### config.mk
export PLATFORM = sky130hd
export DESIGN_NAME = fire_control_flat
export DESIGN_NICKNAME = d
export VERILOG_FILES = /design/src/rtl/fire_control_if.sv /design/src/rtl/fire_control.sv /design/src/flat_wrapper.sv
export SDC_FILE = /design/constraint.sdc
export NUM_CORES = 1
export LEC_CHECK = 0
export CAP_MARGIN = 20
export CELL_PAD_IN_SITES_DETAIL_PLACEMENT = 0
export CELL_PAD_IN_SITES_GLOBAL_PLACEMENT = 1
export CORE_MARGIN = 5
export CORE_UTILIZATION = 47
export DETAILED_ROUTE_END_ITERATION = 7
export HOLD_SLACK_MARGIN = 0.03
export PLACE_DENSITY = 0.9
export SKIP_CTS_REPAIR_TIMING = 1
export SYNTH_ARGS = -nofsm -noshare
export SYNTH_HDL_FRONTEND = slang
export SYNTH_SLANG_ARGS = --single-unit
### constraint.sdc
create_clock -name clk -period 5.05 [get_ports clk]
set_input_delay 1.01 -clock clk [delete_from_list [all_inputs] [get_ports clk]]
set_output_delay 1.01 -clock clk [all_outputs]
set_load 0.005 [all_outputs]
### src/rtl/fire_control_if.sv
// fire_control_if: fire key, ship/aim inputs and rate-limited shot outputs
// between the input front end and the bullet spawner.
interface fire_control_if;
    logic       fire_key;
    logic [7:0] ship_x;
    logic [6:0] ship_y;
    logic [1:0] dir_x;
    logic [1:0] dir_y;
    logic       bullet_retired;
    logic       pressed;
    logic [7:0] shot_x;
    logic [6:0] shot_y;
    logic [1:0] shot_dir_x;
    logic [1:0] shot_dir_y;
    logic       shot_denied;
    logic [7:0] live_count;
    logic       cooling;

    modport master (
        output fire_key, ship_x, ship_y, dir_x, dir_y, bullet_retired,
        input  pressed, shot_x, shot_y, shot_dir_x, shot_dir_y, shot_denied, live_count, cooling
    );
    modport slave (
        input  fire_key, ship_x, ship_y, dir_x, dir_y, bullet_retired,
        output pressed, shot_x, shot_y, shot_dir_x, shot_dir_y, shot_denied, live_count, cooling
    );
endinterface

### src/rtl/fire_control.sv
// fire_control: debounced, rate-limited fire strobe with latched launch data
// and a live-bullet cap for the bullet spawner.
module fire_control #(
    parameter logic [15:0] DEBOUNCE_CYCLES = 16'd50000,
    parameter logic [23:0] COOLDOWN_CYCLES = 24'd5000000,
    parameter logic [7:0]  MAX_LIVE        = 8'd160
) (
    input  logic          clk,
    input  logic          reset,
    fire_control_if.slave bus
);
    typedef enum logic [1:0] {IDLE, FIRE, COOLDOWN} state_t;

    state_t      r_state;
    logic [1:0]  r_sync;
    logic [1:0]  r_boot;
    logic        r_armed;
    logic        r_deb_level;
    logic        r_deb_prev;
    logic        r_rise;
    logic [15:0] r_cnt;
    logic [23:0] r_ccnt;
    logic [7:0]  r_live;
    logic        r_pressed;
    logic        r_denied;
    logic        r_cooling;
    logic [7:0]  r_shot_x;
    logic [6:0]  r_shot_y;
    logic [1:0]  r_shot_dir_x;
    logic [1:0]  r_shot_dir_y;

    logic w_key_s;
    logic w_aim_ok;
    logic w_inc;

    assign w_key_s  = r_sync[1];
    // 01 and 10 have odd parity; 00 and reserved 11 count as no aim
    assign w_aim_ok = (^bus.dir_x) | (^bus.dir_y);
    assign w_inc    = r_state == FIRE;

    assign bus.pressed     = r_pressed;
    assign bus.shot_x      = r_shot_x;
    assign bus.shot_y      = r_shot_y;
    assign bus.shot_dir_x  = r_shot_dir_x;
    assign bus.shot_dir_y  = r_shot_dir_y;
    assign bus.shot_denied = r_denied;
    assign bus.live_count  = r_live;
    assign bus.cooling     = r_cooling;

    // Arming needs the synchroniser to carry a real low sample, so a key held
    // through reset release cannot produce a rising edge.
    always_ff @(posedge clk or negedge reset) begin
        if (!reset) begin
            r_sync      <= '0;
            r_boot      <= '0;
            r_armed     <= 1'b0;
            r_deb_level <= 1'b0;
            r_deb_prev  <= 1'b0;
            r_rise      <= 1'b0;
            r_cnt       <= '0;
        end else begin
            r_sync     <= {r_sync[0], bus.fire_key};
            r_boot     <= r_boot[1] ? r_boot : r_boot + 2'd1;
            r_armed    <= r_armed | (r_boot[1] & ~w_key_s);
            r_deb_prev <= r_deb_level;
            r_rise     <= r_deb_level & ~r_deb_prev & r_armed;
            if (w_key_s == r_deb_level) begin
                r_cnt <= '0;
            end else if (r_cnt == DEBOUNCE_CYCLES - 16'd1) begin
                r_deb_level <= w_key_s;
                r_cnt       <= '0;
            end else begin
                r_cnt <= r_cnt + 16'd1;
            end
        end
    end

    always_ff @(posedge clk or negedge reset) begin
        if (!reset) begin
            r_live <= '0;
        end else if (w_inc != bus.bullet_retired) begin
            r_live <= w_inc ? r_live + 8'd1 : (r_live != 8'd0 ? r_live - 8'd1 : r_live);
        end
    end

    always_ff @(posedge clk or negedge reset) begin
        if (!reset) begin
            r_state      <= IDLE;
            r_ccnt       <= '0;
            r_pressed    <= 1'b0;
            r_denied     <= 1'b0;
            r_cooling    <= 1'b0;
            r_shot_x     <= '0;
            r_shot_y     <= '0;
            r_shot_dir_x <= '0;
            r_shot_dir_y <= '0;
        end else begin
            r_pressed <= 1'b0;
            r_denied  <= 1'b0;
            case (r_state)
                IDLE: begin
                    if (r_rise) begin
                        if (r_live < MAX_LIVE && w_aim_ok) begin
                            r_state      <= FIRE;
                            r_pressed    <= 1'b1;
                            r_shot_x     <= bus.ship_x;
                            r_shot_y     <= bus.ship_y;
                            r_shot_dir_x <= bus.dir_x;
                            r_shot_dir_y <= bus.dir_y;
                        end else begin
                            r_denied <= 1'b1;
                        end
                    end
                end
                FIRE: begin
                    if (COOLDOWN_CYCLES == 24'd0) begin
                        r_state <= IDLE;
                    end else begin
                        r_state   <= COOLDOWN;
                        r_ccnt    <= COOLDOWN_CYCLES - 24'd1;
                        r_cooling <= 1'b1;
                    end
                end
                COOLDOWN: begin
                    if (r_ccnt == 24'd0) begin
                        r_state   <= IDLE;
                        r_cooling <= 1'b0;
                    end else begin
                        r_ccnt <= r_ccnt - 24'd1;
                    end
                end
                default: r_state <= IDLE;
            endcase
        end
    end
endmodule

### src/flat_wrapper.sv
// flat-port wrapper written by rule: the top's interface ports become plain ports
module fire_control_flat 
#(
    parameter logic [15:0] DEBOUNCE_CYCLES = 16'd50000,
    parameter logic [23:0] COOLDOWN_CYCLES = 24'd5000000,
    parameter logic [7:0]  MAX_LIVE        = 8'd160
)
  (clk, reset, bus_fire_key, bus_ship_x, bus_ship_y, bus_dir_x, bus_dir_y, bus_bullet_retired, bus_pressed, bus_shot_x, bus_shot_y, bus_shot_dir_x, bus_shot_dir_y, bus_shot_denied, bus_live_count, bus_cooling);
  fire_control_if bus_i ();
  input  logic clk;
  input  logic reset;
  input wire logic [$bits(bus_i.fire_key)-1:0] bus_fire_key;
  input wire logic [$bits(bus_i.ship_x)-1:0] bus_ship_x;
  input wire logic [$bits(bus_i.ship_y)-1:0] bus_ship_y;
  input wire logic [$bits(bus_i.dir_x)-1:0] bus_dir_x;
  input wire logic [$bits(bus_i.dir_y)-1:0] bus_dir_y;
  input wire logic [$bits(bus_i.bullet_retired)-1:0] bus_bullet_retired;
  output wire logic [$bits(bus_i.pressed)-1:0] bus_pressed;
  output wire logic [$bits(bus_i.shot_x)-1:0] bus_shot_x;
  output wire logic [$bits(bus_i.shot_y)-1:0] bus_shot_y;
  output wire logic [$bits(bus_i.shot_dir_x)-1:0] bus_shot_dir_x;
  output wire logic [$bits(bus_i.shot_dir_y)-1:0] bus_shot_dir_y;
  output wire logic [$bits(bus_i.shot_denied)-1:0] bus_shot_denied;
  output wire logic [$bits(bus_i.live_count)-1:0] bus_live_count;
  output wire logic [$bits(bus_i.cooling)-1:0] bus_cooling;
  assign bus_i.fire_key = bus_fire_key;
  assign bus_i.ship_x = bus_ship_x;
  assign bus_i.ship_y = bus_ship_y;
  assign bus_i.dir_x = bus_dir_x;
  assign bus_i.dir_y = bus_dir_y;
  assign bus_i.bullet_retired = bus_bullet_retired;
  assign bus_pressed = bus_i.pressed;
  assign bus_shot_x = bus_i.shot_x;
  assign bus_shot_y = bus_i.shot_y;
  assign bus_shot_dir_x = bus_i.shot_dir_x;
  assign bus_shot_dir_y = bus_i.shot_dir_y;
  assign bus_shot_denied = bus_i.shot_denied;
  assign bus_live_count = bus_i.live_count;
  assign bus_cooling = bus_i.cooling;
  fire_control #(.DEBOUNCE_CYCLES(DEBOUNCE_CYCLES), .COOLDOWN_CYCLES(COOLDOWN_CYCLES), .MAX_LIVE(MAX_LIVE)) u_core (.clk(clk), .reset(reset), .bus(bus_i));
endmodule
==> results of run 1 <==
[cells by family (layout without fill, tap and decap cells)]
kind of cell	after synthesis	after routing
AND/OR/NAND/NOR	159	159
AO/OA/AOI/OAI	57	57
multiplexers	28	28
XOR/XNOR	24	24
flip-flops	80	80
adder cells (fa/ha/maj)	10	10
buffers and inverters	22	81
[critical path: cells and delay by family (launching register included)]
kind | cells | cell delay (ns)
adder cells (fa/ha/maj) | 1 | 0.46
flip-flops | 1 | 0.84
multiplexers | 2 | 0.41
buffers and inverters | 1 | 0.44
AO/OA/AOI/OAI | 3 | 0.72
AND/OR/NAND/NOR | 1 | 0.30
[final cells by class]
type	count	area [um^2]
timing repair buffer	54	561
inverter	11	41.3
tap	105	131
multi-input combinational	278	1950
clock inverter	7	106
sequential	80	2000
clock buffer	9	124
fill	685	3380
[cells in the mapped netlist, drive strengths merged (2+ instances only)]
library cell | number | area share
o311ai | 3 | 0.0065
buf | 2 | 0.0046
a21oi | 12 | 0.015
nand2 | 28 | 0.026
xor2 | 14 | 0.030
inv | 10 | 0.0093
o31ai | 2 | 0.0037
a211oi | 5 | 0.011
mux2i | 6 | 0.015
nor3 | 10 | 0.018
and3 | 8 | 0.012
nor2b | 5 | 0.0077
and4 | 3 | 0.0068
nand2b | 2 | 0.0031
mux2 | 22 | 0.061
dfrtp | 80 | 0.50
nand4 | 9 | 0.015
ha | 9 | 0.028
or3 | 3 | 0.0046
nand3 | 22 | 0.027
nor4b | 2 | 0.0043
nor4 | 6 | 0.017
xnor2 | 10 | 0.022
nor3b | 2 | 0.0050
o211ai | 3 | 0.0056
clkbuf | 9 | 0.0084
nor2 | 47 | 0.044
o21ai | 10 | 0.012
o22ai | 2 | 0.0031
a311oi | 9 | 0.023
or4 | 4 | 0.0084
a32o | 2 | 0.0050
and2 | 2 | 0.0031
[path summary, 6_finish.rpt]
kind                                    from  slack, ns                  endpoint  cells past startpoint
hold reg to reg             u_core.r_sync[0]       0.36          u_core.r_sync[1]                      0
setup reg to reg           u_core.r_state[0]       1.79  u_core.bus.live_count[7]                      8
hold / removal              u_core.r_sync[0]       0.36          u_core.r_sync[1]                      0
max in group asynchronous              reset       4.01          u_core.r_ccnt[6]                      2
min in group asynchronous              reset       0.47         u_core.r_ccnt[15]                      1
setup / recovery           u_core.r_state[0]       1.79  u_core.bus.live_count[7]                      8
[sequential cells by signal, summed over array words and instances, names as in the netlist, 2 cells and up]
name / flops
u_core.bus.live_count: 8
u_core.bus.shot_dir_x: 2
u_core.bus.shot_dir_y: 2
u_core.bus.shot_x: 8
u_core.bus.shot_y: 7
u_core.r_boot: 2
u_core.r_ccnt: 24
u_core.r_cnt: 16
u_core.r_state: 2
u_core.r_sync: 2
[stage by stage]
step / cells / utilization / instance area (um^2)
2_1_floorplan: 380 / - / 4040
3_3_place_gp: 526 / 0.559 / 4640
3_5_place_dp: 526 / 0.559 / 4640
4_1_cts: 542 / 0.587 / 4870
5_1_grt: 544 / 0.592 / 4910
6_report: 544 / 0.592 / 4910
[where the power goes]
part	internal (uW)	switching (uW)	total (uW)	leakage, uW
clock network	288	259	547	0.000117
logic	20.3	20.9	41.2	0.00104
registers	643	3.07	646	0.00110
total	951	283	1230	0.00226
[per-layer routing]
metal,track usage,share of wire,vias to the layer above
met5,0,0,-
met4,0.0595,0.010,0
met3,0.0494,0.058,10
met2,0.290,0.48,91
met1,0.259,0.45,1536
li1,-,-,1492
==> metrics, run 1 <==
vias in the first global route=3174; Max clock buf depth=2; fin crit period=3.26 ns; f_max=0.307 GHz; CP Capture Type=flop; total wire length=9330 um; layout cell share with drive strength beyond 1=0.128; Root Buffer=clkbuf_8; Post-synth EDFFs=0; worst min path class=reg -> reg; first-pass GRT wire length=15700 um; DRC=0; WHS=0.356 ns; Yosys Warn Count=0; flops & latches, synth=80; Final ANT Viol Nets=0; Post-synth top flop=dfrtp_1; setup TNS=0 ns; DP Wirelength=6380 um; total gr overflow=0; initial antenna violation count=0; most frequent cells in the layout=dfrtp_1, clkdlybuf4s50_1, nor2_1; Final setup viols=0; Critical Path AT=3.54 ns; Netlist cell types=59; number of I/O port buffers=52; Clock Latency Late Sink=0.36 ns; Seq/Total Area, Yosys=0.496; Clock transition at path regs=0.09 ns; Post-Synth XOR/XNOR Area=0.0520; Worst slew margin=0.439; Die Y=103 um; Lkg Pwr=0.00226 uW; Slew Limit Fails=0; 1st-iter DRT viols=152; synthesized-area fraction occupied by adder cells=0.0328; DIE AREA=10500 um^2; I/O pin cnt=53; area grow syn2layout=21.7%; std cell rows=33; routed via count=3129; n_diodes=0; crit start category=flop; CP cell instances=and2b_1, clkinv_1, ha_1, a21oi_1, o211ai_1, o41a_1, mux2_2, mux2i_1; Critical Path RT=5.33 ns; largest net degree at the start of global routing=81; Final nets=467; Max Cap Viol=0; Die Wd=103 um; Syn Inst Count=380; FFs w/ async S/R, synth=1.00; Layout Skew=0.0119 ns; mapped cell area=4040 um^2; Synth Area in Simple Gates=0.216; Compound-Gate Fraction of Synth Area=0.104; total power=1230 uW; # clock sinks=80; Max Fanout on Critical Path=23; fin crit share=0.645; TritonCTS clock tree=done; multiplexer area fraction after synthesis=0.0762; dpl ws=1.84 ns; Hold Vio Cnt, Final=0; Tot GR Track Use=0.188; number of buffers created by CTS=9; crit-path max cell delay=0.84 ns; core area=8300 um^2; RSZ-0062 raised after global routing=no; Peak supply drop=0.000173 V; setup slack after layout=1.79 ns; synthesized area per cell=10.6 um^2; critical path class=reg -> reg; CTS H-tree lvls=3; WL per Instance=17.2 um; net count after synthesis=413; gp weighted congestion=0.859; initial core utilization=0.487; Via-to-Cell Ratio=5.75; most common cell after layout, fill and taps aside=dfrtp_1; Power Dens Cells=251 nW/um^2; status=complete, no violations; DRT Pass-1 Iters=4; CP max-delay cell=dfrtp_1; largest family of logic cells by synthesized area=simple AND/OR/NAND/NOR gates; Worst-Margin Slew=0.840 ns
Note: power is estimated with default switching activity, not from simulation.
==> run 2: changes to the inputs <==
--- a/config.mk
+++ b/config.mk
@@ -9,10 +9,10 @@
 export CELL_PAD_IN_SITES_DETAIL_PLACEMENT = 0
 export CELL_PAD_IN_SITES_GLOBAL_PLACEMENT = 1
 export CORE_MARGIN = 5
-export CORE_UTILIZATION = 47
+export CORE_UTILIZATION = 43
 export DETAILED_ROUTE_END_ITERATION = 7
 export HOLD_SLACK_MARGIN = 0.03
-export PLACE_DENSITY = 0.9
+export PLACE_DENSITY = 0.84
 export SKIP_CTS_REPAIR_TIMING = 1
 export SYNTH_ARGS = -nofsm -noshare
 export SYNTH_HDL_FRONTEND = slang
==> constraint.sdc (replaced) <==
create_clock -name clk -period 3 [get_ports clk]
set_input_delay 0.6 -clock clk [delete_from_list [all_inputs] [get_ports clk]]
set_output_delay 0.6 -clock clk [all_outputs]
set_load 0.005 [all_outputs]
==> run 2 against run 1 <==
Clock power is 45% higher. Fmax is 30% higher. Design area hardly changed. Sequential share of layout area hardly changed. Largest cell class unchanged. Critical path type unchanged. Critical endpoint unchanged.
==> metrics, run 2 (same netlist as run 1, synthesis figures left out) <==
setup TNS=0 ns (unchanged); critical path class=reg -> reg (unchanged); fin crit period=2.51 ns (was 3.26 ns); DP Wirelength=6270 um (was 6380 um); Clock transition at path regs=0.09 ns (about the same); dpl cells=537 (was 526); Power Dens Cells=396 nW/um^2 (was 251 nW/um^2); Die Y=107 um (was 103 um); Final nets=471 (was 467); Critical Path RT=3.27 ns (was 5.33 ns); Max Cap Viol=0 (unchanged); layout cell share with drive strength beyond 1=0.133 (was 0.128); TritonCTS clock tree=done (unchanged); Final setup viols=0 (unchanged); Final ANT Viol Nets=0 (unchanged); CP Capture Type=flop (unchanged); Die Wd=107 um (was 103 um); Clock Latency Late Sink=0.35 ns (was 0.36 ns); core area=9200 um^2 (was 8300 um^2); f_max=0.398 GHz (was 0.307 GHz); total gr overflow=0 (unchanged); DIE AREA=11400 um^2 (was 10500 um^2); Util after Layout=0.534 (was 0.592); Max Fanout on Critical Path=9 (was 23); Layout Skew=0.0125 ns (was 0.0119 ns); combinational share of power=0.035 (was 0.033); Critical Path AT=2.78 ns (was 3.54 ns); Most flops, register=u_core.r_ccnt (unchanged); number of buffers created by CTS=9 (unchanged); routed via count=3099 (was 3129); vias in the first global route=3201 (was 3174); std cell rows=35 (was 33); initial antenna violation count=0 (unchanged); Hold Vio Cnt, Final=0 (unchanged); Slew Limit Fails=0 (unchanged); DRC=0 (unchanged); first-pass GRT wire length=15400 um (was 15700 um); CTS H-tree lvls=3 (unchanged); Sw Ratio=0.227 (was 0.229); Lkg Pwr=0.00226 uW (about the same); most frequent cells in the layout=dfrtp_1, clkdlybuf4s50_1, nor2_1 (unchanged); total net switching power=441 uW (was 283 uW); largest net degree at the start of global routing=81 (unchanged); worst min path class=in -> async (was reg -> reg); crit start category=flop (unchanged); post-route cell area=4910 um^2 (about the same); Post-DP Area=4690 um^2 (was 4640 um^2); most common cell after layout, fill and taps aside=dfrtp_1 (unchanged); RSZ-0062 raised after global routing=no (unchanged); Peak supply drop=0.000274 V (was 0.000173 V); Tot GR Track Use=0.167 (was 0.188); cell-internal power=1510 uW (was 951 uW); status=complete, no violations (unchanged); WL per Instance=16.0 um (was 17.2 um); Clock power frac=0.407 (was 0.443); 1st-iter DRT viols=133 (was 152); Flop pwr share=0.559 (was 0.523); Worst slew margin=0.572 (was 0.439); Max clock buf depth=2 (unchanged); gp weighted congestion=0.898 (was 0.859); number of I/O port buffers=52 (unchanged); Final Non-Filler Cells=554 (was 544); total wire length=8870 um (was 9330 um); DRT Pass-1 Iters=4 (unchanged); n_diodes=0 (unchanged); initial core utilization=0.439 (was 0.487); fin crit share=0.838 (was 0.645); # clock sinks=80 (unchanged); Largest register FFs=24 (unchanged); largest registers=u_core.r_ccnt: 24 flops, u_core.r_cnt: 16 flops (unchanged); layout filler cell count=835 (was 685); Root Buffer=clkbuf_8 (unchanged); Via-to-Cell Ratio=5.59 (was 5.75); I/O pin cnt=53 (unchanged); area grow syn2layout=21.6% (was 21.7%); Worst-Margin Slew=0.637 ns (was 0.840 ns); Worst R2R Path Depth=8 (unchanged)
## run 2: cell count changes in the layout (fill, tap and decap cells not counted)
cell	change
inv_6	-3
clkinv_4	+3
clkbuf_1	+1
bufinv_16	-1
buf_4	+5
inv_8	-1
buf_8	-1
clkinv_2	+1
## run 2: per-stage QoR
step / hold slack [ns] / power, uW / worst slack (ns)
3_3_place_gp: 0.332 / 1170 / 0.605
4_1_cts: 0.366 / 1970 / 0.481
2_1_floorplan: 0.304 / 1120 / 0.581
3_5_place_dp: 0.345 / 1170 / 0.513
5_1_grt: 0.0951 / 2030 / 0.287
6_report: 0.0986 / 1950 / 0.487
## run 2: layout make-up
| class | count | area, um^2 | area share |
|---|---|---|---|
| well taps | 111 | 139 | 0.0283 |
| multi-input cells | 278 | 1950 | 0.397 |
| inverters | 11 | 41.3 | 0.00841 |
| flip-flops and latches | 80 | 2000 | 0.408 |
| clock inverters | 6 | 70.1 | 0.0143 |
| repair buffers | 58 | 583 | 0.119 |
| clock buffers | 10 | 128 | 0.0260 |
## run 2: final timing paths
| check | from | end | slack, ns |
|---|---|---|---|
| worst max-delay path | u_core.r_state[1] | u_core.bus.live_count[7] | 0.49 |
| worst min-delay path | reset | u_core.r_ccnt[14] | 0.1 |
| max in group asynchronous | reset | u_core.r_ccnt[0] | 2.31 |
| worst max register to register | u_core.r_state[1] | u_core.bus.live_count[7] | 0.49 |
| worst min register to register | u_core.r_sync[0] | u_core.r_sync[1] | 0.36 |
| min in group clk | u_core.r_sync[0] | u_core.r_sync[1] | 0.36 |
## run 2: layer usage
metal  vias to the layer above  GRT usage  share of wire
met1                      1527      0.212           0.45
li1                       1499          -              -
met2                        62      0.280           0.49
met3                        11     0.0494          0.043
met5                         -          0              0
met4                         0     0.0402          0.014
## run 2: power groups by stage
stage	Combinational (uW)	Clock, uW	Sequential, uW
finish	67.8	791	1090
global route	78.1	859	1090
CTS	66.3	814	1090
detailed placement	66.1	0	1110
global placement	65.3	0	1110
floorplan	11.7	0	1110
## run 2: worst max-delay path: stages, from the launching register on
cell and delay, ns:
dfrtp_1 0.38, and2b_1 0.29, clkinv_1 0.30, ha_1 0.37, a21oi_1 0.18, o211ai_1 0.15, o41a_1 0.37, mux2_2 0.28
mux2i_1 0.12
